==> config.mk <==
export PLATFORM = sky130hd
export DESIGN_NAME = mult_div_unit
export DESIGN_NICKNAME = d
export VERILOG_FILES = /design/src/rtl/mult_div_unit_pkg.sv /design/src/rtl/mult_div_unit_cond_negate.sv /design/src/rtl/mult_div_unit.sv
export SDC_FILE = /design/constraint.sdc
export NUM_CORES = 1
export LEC_CHECK = 0
export ABC_AREA = 1
export CAP_MARGIN = 20
export CORE_MARGIN = 2
export CORE_UTILIZATION = 55
export CTS_CLUSTER_DIAMETER = 50
export DETAILED_ROUTE_END_ITERATION = 8
export PLACE_DENSITY = 0.76
export SLEW_MARGIN = 30
export SYNTH_ARGS = -nofsm -noshare
export SYNTH_HDL_FRONTEND = slang
export SYNTH_SLANG_ARGS = --single-unit
==> constraint.sdc <==
create_clock -name i_clk -period 7.55 [get_ports i_clk]
set_input_delay 0.755 -clock i_clk [delete_from_list [all_inputs] [get_ports i_clk]]
set_output_delay 0.755 -clock i_clk [all_outputs]
set_load 0.05 [all_outputs]
==> src/rtl/mult_div_unit_pkg.sv <==
// mult_div_unit_pkg: op and state encodings shared by the multiply/divide unit.
package mult_div_unit_pkg;
    localparam int MD_WIDTH = 32;
    typedef enum logic [2:0] {
        MD_MULT  = 3'd0,
        MD_MULTU = 3'd1,
        MD_DIV   = 3'd2,
        MD_DIVU  = 3'd3,
        MD_MTHI  = 3'd4,
        MD_MTLO  = 3'd5
    } md_op_e;
    typedef enum logic [1:0] {
        ST_IDLE = 2'd0,
        ST_CALC = 2'd1,
        ST_FIX  = 2'd2
    } md_state_e;
endpackage

==> src/rtl/mult_div_unit_cond_negate.sv <==
// md_cond_negate: conditional two's-complement negate, used for operand magnitudes
// and for the sign fix-up of products, quotients and remainders.
module md_cond_negate #(
    parameter int WIDTH = 32
) (
    input  logic             i_neg,
    input  logic [WIDTH-1:0] i_val,
    output logic [WIDTH-1:0] o_val
);
    assign o_val = i_neg ? -i_val : i_val;
endmodule

==> src/rtl/mult_div_unit.sv <==
// mult_div_unit: radix-2 iterative multiply/divide with HI/LO registers.
// Signed ops iterate on magnitudes and correct the sign in a single FIX cycle.
module mult_div_unit
    import mult_div_unit_pkg::*;
#(
    parameter int WIDTH = MD_WIDTH,
    parameter int ITERS = WIDTH
) (
    input  logic             i_clk,
    input  logic             i_rst_n,
    input  logic             i_start,
    input  logic [2:0]       i_op,
    input  logic [WIDTH-1:0] i_a,
    input  logic [WIDTH-1:0] i_b,
    output logic             o_busy,
    output logic             o_done,
    output logic             o_div_by_zero,
    output logic [WIDTH-1:0] o_hi,
    output logic [WIDTH-1:0] o_lo
);
    localparam int CW = $clog2(ITERS);

    md_state_e        r_state, w_next;
    logic [CW-1:0]    r_cnt;
    logic [WIDTH-1:0] r_acc, r_q, r_m, r_hi, r_lo;
    logic             r_is_div, r_neg_res, r_neg_rem, r_done, r_dbz;

    logic             w_idle, w_signed, w_is_div, w_issue, w_dbz, w_go, w_neg_a, w_neg_b, w_ge;
    logic [WIDTH-1:0] w_abs_a, w_abs_b, w_q_fix, w_r_fix;
    logic [WIDTH:0]   w_sum, w_shift, w_diff;
    logic [2*WIDTH-1:0] w_prod_fix;

    assign w_idle   = r_state == ST_IDLE;
    assign w_signed = (i_op == MD_MULT) | (i_op == MD_DIV);
    assign w_is_div = (i_op == MD_DIV) | (i_op == MD_DIVU);
    assign w_issue  = i_start & w_idle & (w_signed | w_is_div | (i_op == MD_MULTU));
    assign w_dbz    = w_issue & w_is_div & (i_b == '0);
    assign w_go     = w_issue & ~w_dbz;
    assign w_neg_a  = w_signed & i_a[WIDTH-1];
    assign w_neg_b  = w_signed & i_b[WIDTH-1];

    md_cond_negate #(.WIDTH(WIDTH)) u_abs_a (.i_neg(w_neg_a), .i_val(i_a), .o_val(w_abs_a));
    md_cond_negate #(.WIDTH(WIDTH)) u_abs_b (.i_neg(w_neg_b), .i_val(i_b), .o_val(w_abs_b));
    md_cond_negate #(.WIDTH(WIDTH)) u_fix_q (.i_neg(r_neg_res), .i_val(r_q), .o_val(w_q_fix));
    md_cond_negate #(.WIDTH(WIDTH)) u_fix_r (.i_neg(r_neg_rem), .i_val(r_acc), .o_val(w_r_fix));
    md_cond_negate #(.WIDTH(2*WIDTH)) u_fix_p (.i_neg(r_neg_res), .i_val({r_acc, r_q}), .o_val(w_prod_fix));

    // Multiply: {acc,q} shifts right while adding m; divide: {acc,q} shifts left, trial-subtracting m.
    assign w_sum   = {1'b0, r_acc} + (r_q[0] ? {1'b0, r_m} : '0);
    assign w_shift = {r_acc, r_q[WIDTH-1]};
    assign w_diff  = w_shift - {1'b0, r_m};
    assign w_ge    = ~w_diff[WIDTH];

    always_comb begin
        w_next = r_state;
        case (r_state)
            ST_IDLE: w_next = w_go ? ST_CALC : ST_IDLE;
            ST_CALC: w_next = (r_cnt == '0) ? ST_FIX : ST_CALC;
            default: w_next = ST_IDLE;
        endcase
    end

    always_ff @(posedge i_clk or negedge i_rst_n) begin
        if (!i_rst_n) r_state <= ST_IDLE;
        else          r_state <= w_next;
    end

    always_ff @(posedge i_clk or negedge i_rst_n) begin
        if (!i_rst_n) begin
            r_cnt     <= '0;
            r_acc     <= '0;
            r_q       <= '0;
            r_m       <= '0;
            r_hi      <= '0;
            r_lo      <= '0;
            r_is_div  <= 1'b0;
            r_neg_res <= 1'b0;
            r_neg_rem <= 1'b0;
            r_done    <= 1'b0;
            r_dbz     <= 1'b0;
        end else begin
            r_done <= (r_state == ST_FIX) | w_dbz;
            r_dbz  <= w_dbz;
            if (w_go) begin
                r_cnt     <= CW'(ITERS - 1);
                r_acc     <= '0;
                r_q       <= w_is_div ? w_abs_a : w_abs_b;
                r_m       <= w_is_div ? w_abs_b : w_abs_a;
                r_is_div  <= w_is_div;
                r_neg_res <= w_neg_a ^ w_neg_b;
                r_neg_rem <= w_neg_a;
            end else if (r_state == ST_CALC) begin
                r_cnt <= r_cnt - CW'(1);
                r_acc <= r_is_div ? (w_ge ? w_diff[WIDTH-1:0] : w_shift[WIDTH-1:0]) : w_sum[WIDTH:1];
                r_q   <= r_is_div ? {r_q[WIDTH-2:0], w_ge} : {w_sum[0], r_q[WIDTH-1:1]};
            end
            if (r_state == ST_FIX)
                {r_hi, r_lo} <= r_is_div ? {w_r_fix, w_q_fix} : w_prod_fix;
            else if (i_start && w_idle && i_op == MD_MTHI)
                r_hi <= i_a;
            else if (i_start && w_idle && i_op == MD_MTLO)
                r_lo <= i_a;
        end
    end

    assign o_busy        = ~w_idle;
    assign o_done        = r_done;
    assign o_div_by_zero = r_dbz;
    assign o_hi          = r_hi;
    assign o_lo          = r_lo;
endmodule

==> reports/results.tsv, run 1 <==
metric	value	unit
status	completed	
irDropWorstVdd	0.330	mV
root_buffer	clkbuf_16	
switching_share	59.0	%
num_rows	65	
yosysSeqAreaShare	24.8	%
numClockSinks	172	
synth_nets	3104	
drc	0	
max_slew_margin	32.8	%
clkPwrFrac	11.7	%
hold_class	in -> async	
finalMaxSlewViolations	0	
slowest_delay	550	ps
min_period	3680	ps
gr-total-overflow	0	
grt_pass1_wl	111000	um
crit_fanout	32	
worstSetupPathType	reg -> reg	
critPathRequiredTime	7940	ps
routed.top_layer	met4	
place_congestion	1.06	
synth_top_area_cell	dfrtp_1	
cts_hold_buf	0	
synth-edff-count	0	
fin_area	0.0197	mm2
avgSynthCellArea	5.86	um2
die-area	0.0330	mm2
critPathLaunchType	flop	
yosys-top-cells-count	946 x nand2_1, 408 x inv_1, 325 x nor2_1	
drtIter0Drc	2986	
syn_area	0.0174	mm2
cts_htree_levels	4	
power	8560	uW
worst_pin_slew	1010	ps
hold_viol_final	0	
route.met3.wl	7740	um
fin_nets	3186	
utilization	62.9	%
crit_slowest_cell	dfrtp_1	
yosysWarnings	0	
cts_setup_buffers	0	
grtUsageTotal	44.1	%
fmax	272	MHz
drive_above_1_share	3.01	%
end_kind	flop	
num_antenna_cells	0	
area_growth_syn_to_layout	13.4	%
syn_inst	2963	
routedWlPerCell	21.2	um
clkTransAtPathRegs	90	ps
via_count	21100	
cts_tree	yes	
ant_nets	0	
yosysUniqueCellTypes	45	
yosysMostFrequentCell	nand2_1	
via_per_inst	6.09	
cts_repair_resize_count	0	
dp_hpwl	57600	um
async_flop_share	100	%
grt_max_degree	73	
fin_crit_sh	48.7	%
grt_pass1_vias	19400	
drt_wl_total	73400	um
fin_worst_skew	23.1	ps
maxCapViolCount	0	
p_int	3510	uW
synth_seq_cells	172	
core-area	0.0313	mm2
p_leak	0.00988	uW
rsz0062_at_grt	no	
wl_met1	27600	um
synth_area_leaders	dfrtp_1 25%, nand2_1 20%, inv_1 8.8%	
dpl-instance-area	0.0190	mm2
switchingPower	5050	uW
fin_setup_tns	0	ps
power.share.combinational	66.5	%
powerDensity	434	mW/mm2
seqPwrFrac	21.8	%
io-pin-count	137	
port_buffers	136	
cp.arrival	4070	ps
cts_made_buffers	17	
clk_path_buf_depth	2	
fillers	3010	
synth_ff_type	dfrtp_1	
setup_violations	0	
worst_path_most_repeated_cell	nand2_1	
first_pass_iters	7	
insertion_delay	470	ps
dieWidth	182	um
dr_wl_met2	32100	um
initial_core_util	55.5	%
die_y	182	um
hold_ws	315	ps
antenna_found_initial	0	
path_cells	inv_1 > ha_1 > fa_1 > inv_1 > nand2_1 > nand2_1 > nand3_1 > nand2_1 > nand2_1 > nand2_1 > nand2_1 > nand2_1 > nand2_1 > nand2_1 > buf_4 > nand3_1 > nand3_1 > nand2_1 > nand2_1	
yosys.area.top_type_share	24.8	%
## worst max-delay path, delay by kind of cell (launching register included)
family        cells  cell delay (ps)
simple gates     14             1580
fa+ha+maj         2              720
buf+inv           3              710
flops             1              550
## sequential cells by signal, indices dropped and copies added (netlist names), 2 cells and up
name and count:
r_q 32, r_m 32, r_cnt 5, o_lo 32, o_hi 32, r_state 2
r_acc 32
## through the flow
| stage | cells | worst slack [ps] |
|---|---|---|
| 2_1_floorplan | 2963 | 4800 |
| 3_3_place_gp | 3426 | 3490 |
| 3_5_place_dp | 3428 | 3460 |
| 4_1_cts | 3460 | 3930 |
| 5_1_grt | 3460 | 3660 |
| 6_report | 3460 | 3870 |
## placed cells by master (no fill, tap or decap), types with 6 or more instances in the layout
cell             netlist  final
a21oi_1              145    145
a22oi_1                7      7
a31oi_1               27     27
buf_4                  0     22
clkbuf_16              0     17
clkdlybuf4s50_1        0    135
dfrtp_1              172    171
ha_1                  69     69
inv_1                408    408
inv_12                 0      7
nand2_1              946    946
nand3_1              297    297
nand3b_1              12     12
nand4_1               35     35
nor2_1               325    321
nor2_2                 5      8
nor3_1                32     32
nor4_1                10      9
o2111ai_1              9      9
o211ai_1              33     33
o21ai_0              181    181
o21bai_1              21     21
o221ai_1               6      6
or2_2                 13     13
xnor2_1               25     25
xor2_1                47     47
## cell type report
cell class	instances	area [um2]	area share [%]
flip-flops and latches	172	4310	21.8
inverters	415	1560	7.91
clock buffers	17	425	2.16
repair buffers	160	1560	7.91
well taps	402	503	2.55
clock inverters	15	230	1.17
multi-input cells	2279	11100	56.5
## path summary, 6_finish.rpt
kind | slack, ps | end | cells past startpoint | start
max | 3870 | r_acc[17] | 19 | r_q[31]
min | 320 | o_hi[22] | 1 | i_rst_n
max reg2reg | 3870 | r_acc[17] | 19 | r_q[31]
min reg2reg | 500 | o_lo[1] | 2 | o_lo[1]
max in group asynchronous | 5930 | r_is_div | 2 | i_rst_n
min in group i_clk | 500 | o_lo[1] | 2 | o_lo[1]
## power by group through the flow
stage	registers, uW	clock network [uW]	logic, uW
after floorplan	1740	0	3770
final	1860	1000	5690
after detailed placement	1830	0	5480
after global routing	1860	1030	6270
after CTS	1810	994	5520
after global placement	1820	0	5380
## routing by layer
layer | track usage (%) | vias to the layer above
met5 | 0 | -
met4 | 28.4 | 0
met3 | 7.94 | 335
met2 | 69.7 | 1458
met1 | 55.8 | 9596
li1 | - | 9697
## kinds of logic after synthesis
group,count (synthesis),share of synthesized area (%)
flip-flops,172,24.8
AND/OR/NAND/NOR,1686,40.4
buffers and inverters,512,11.3
AO/OA/AOI/OAI,450,14.7
adder cells (fa/ha/maj),71,5.20
XOR/XNOR,72,3.63
Note: power is estimated with default switching activity, not from simulation.
==> run 2, diff against run 1 <==
--- a/config.mk
+++ b/config.mk
@@ -11,7 +11,7 @@
 export CORE_UTILIZATION = 55
 export CTS_CLUSTER_DIAMETER = 50
 export DETAILED_ROUTE_END_ITERATION = 8
-export PLACE_DENSITY = 0.76
+export PLACE_DENSITY = 0.79
 export SLEW_MARGIN = 30
 export SYNTH_ARGS = -nofsm -noshare
 export SYNTH_HDL_FRONTEND = slang
==> constraint.sdc (replaced) <==
create_clock -name i_clk -period 3 [get_ports i_clk]
set_input_delay 0.3 -clock i_clk [delete_from_list [all_inputs] [get_ports i_clk]]
set_output_delay 0.3 -clock i_clk [all_outputs]
set_load 0.05 [all_outputs]
==> run 2 against run 1 <==
Non-clock buffer count is 86 higher. Die area is the same. Clock-buffer cell count is the same. Fmax is 27% higher. Sequential power rose by 130%. Worst setup slack lost 3800 ps. Sequential cell count stayed put. Critical path depth shrank 4. Global-route usage rose by 2.5 points. Combinational power increased to 2.8 times the previous value. Clock power rose to 2.5 times the previous value. Sequential share of layout area down 0.81 points. Largest cell class unchanged. Largest power group unchanged. Highest routed layer unchanged.
==> reports/results.tsv, run 2 (same netlist as run 1, synthesis figures left out) <==
metric	value	unit	change
ant_nets	0		unchanged
via_per_inst	6.20		+1.8%
irDropWorstVdd	0.715	mV	+120%
max_slew_margin	38.1	%	+5.2 points
status	completed		
cts_made_buffers	17		unchanged
switchingPower	13200	uW	+160%
stdcell_count	3547		+2.5%
p_leak	0.0103	uW	+4.5%
numClockSinks	172		unchanged
fmax	346	MHz	+27%
fin_nets	3272		+2.7%
place_congestion	1.14		+7.5%
r2r_start	r_m[0]		
grt_pass1_vias	20300		+4.7%
drive_above_1_share	5.88	%	+2.9 points
worst_pin_slew	928	ps	-77.9 ps
routedWlPerCell	22.1	um	+4.1%
setup_violations	0		unchanged
antenna_found_initial	1		+1
slowest_delay	470	ps	-80 ps
cts_htree_levels	4		unchanged
dpl-instance-area	0.0197	mm2	+3.7%
dieWidth	182	um	unchanged
finalMaxSlewViolations	0		unchanged
power.share.combinational	70.7	%	+4.2 points
worstSetupPathType	reg -> reg		
dp_hpwl	63000	um	+9.4%
root_buffer	clkbuf_16		
critPathLaunchType	flop		
worst_path_most_repeated_cell	nand2_1		
hold_ws	430	ps	+115 ps
cp.arrival	3200	ps	-870 ps
die_y	182	um	unchanged
switching_share	57.7	%	-1.3 points
grt_pass1_wl	117000	um	+5.3%
grtUsageTotal	46.6	%	+2.5 points
dp_cells	3511		+2.4%
final_common_cell	nand2_1		
p_int	9660	uW	+180%
fillers	2914		-3.2%
drt_wl_total	78400	um	+6.8%
num_rows	65		unchanged
insertion_delay	460	ps	about the same
drc	0		unchanged
gr-total-overflow	0		unchanged
end_kind	flop		
crit_fanout	18		-44%
core-area	0.0313	mm2	unchanged
port_buffers	136		unchanged
area_growth_syn_to_layout	17.8	%	
fin_area	0.0205	mm2	+3.9%
fin_worst_skew	26.7	ps	+3.52 ps
cts_setup_buffers	0		unchanged
seqPwrFrac	18.3	%	-3.5 points
first_pass_iters	6		-1
cts_tree	yes		
rrSetupSlack	110	ps	-3760 ps
io-pin-count	137		unchanged
final_cell_mix	943 x nand2_1, 408 x inv_1, 319 x nor2_1, 297 x nand3_1, 180 x o21ai_0		
powerDensity	1120	mW/mm2	+160%
maxCapViolCount	0		unchanged
crit_slowest_cell	dfrtp_1		
hold_viol_final	0		unchanged
grt_max_degree	71		-2.7%
fin_crit_sh	96.2	%	+48 points
initial_core_util	55.5	%	unchanged
drtIter0Drc	3417		+14%
clk_path_buf_depth	2		unchanged
min_period	2890	ps	-789 ps
clkTransAtPathRegs	90	ps	about the same
reg2reg_to	r_q[0]		
ff2ff_path_depth	15		-4
hold_class	in -> async		
path_cells	ha_1 > fa_1 > inv_1 > nand2_1 > nand2_1 > nand3_1 > nand2_1 > nand2_1 > nand2_1 > nand2_1 > nand3_1 > nand2_1 > buf_12 > o21ai_0 > nand4_1		
critPathRequiredTime	3320	ps	-4620 ps
fin_setup_tns	0	ps	unchanged
clkPwrFrac	11.0	%	-0.7 points
die-area	0.0330	mm2	unchanged
via_count	22000		+4.3%
run 2: cell count changes in the layout (fill, tap and decap cells not counted), moves of 3 or more:
| cell | delta |
|---|---|
| buf_4 | +77 |
| inv_12 | -6 |
| nand2_2 | +3 |
| buf_12 | +7 |
| nand2_1 | -3 |
run 2: cell type report:
cell class | count | area (um2) | area share [%]
Antenna cell | 1 | 2.50 | 0.0122
Multi-Input combinational cell | 2279 | 11100 | 54.5
Inverter | 415 | 1560 | 7.61
Clock buffer | 17 | 425 | 2.08
Timing Repair Buffer | 246 | 2310 | 11.3
Clock inverter | 15 | 219 | 1.07
Tap cell | 402 | 503 | 2.46
Sequential cell | 172 | 4310 | 21.0
run 2: worst max-delay path by stage:
stage	startpoint	end	slack, ps	cells past startpoint
floorplan	r_q[0]	r_acc[27]	250	19
global placement	i_b[0]	r_q[21]	190	13
detailed placement	i_b[0]	r_q[18]	90	14
CTS	r_m[23]	r_q[0]	160	13
global route	r_m[0]	r_acc[15]	-3	17
finish	r_m[0]	r_q[0]	110	15
run 2: per-stage QoR:
stage | power (uW) | util (%) | worst slack (ps)
final | 22800 | 65.4 | 113
after global routing | 24300 | 65.4 | -2.53
after CTS | 22000 | 65.2 | 160
after detailed placement | 19500 | 63.1 | 94.8
after global placement | 19300 | 63.1 | 193
after floorplan | 13800 | - | 248
run 2: worst max-delay path, delay by kind of cell, from the launching register on:
kind	cells	cell delay [ps]
AO/OA/AOI/OAI	1	310
flip-flops	1	470
AND/OR/NAND/NOR	10	980
buffers and inverters	2	300
adder cells (fa/ha/maj)	2	670
run 2: repair_timing:
item | in CTS | in global routing
endpoints found under the hold margin | 67 | 0
setup endpoints to repair | 0 | 31
hold buffers | 1 | 0
resized for setup | 0 | 11
run 2: power by group through the flow:
stage                     logic, uW  registers [uW]  clock network [uW]
after CTS                     15400            4090                2490
after floorplan                9480            4370                   0
after global placement        15100            4120                   0
after detailed placement      15400            4130                   0
final                         16100            4190                2510
after global routing          17500            4190                2560
run 2: metal layers:
layer | global-route usage (%) | vias up | share of wire (%)
met3 | 9.49 | 369 | 12
li1 | - | 9884 | -
met2 | 72.2 | 1707 | 43
met4 | 32.5 | 0 | 8.6
met1 | 58.4 | 10000 | 37
met5 | 0 | - | 0
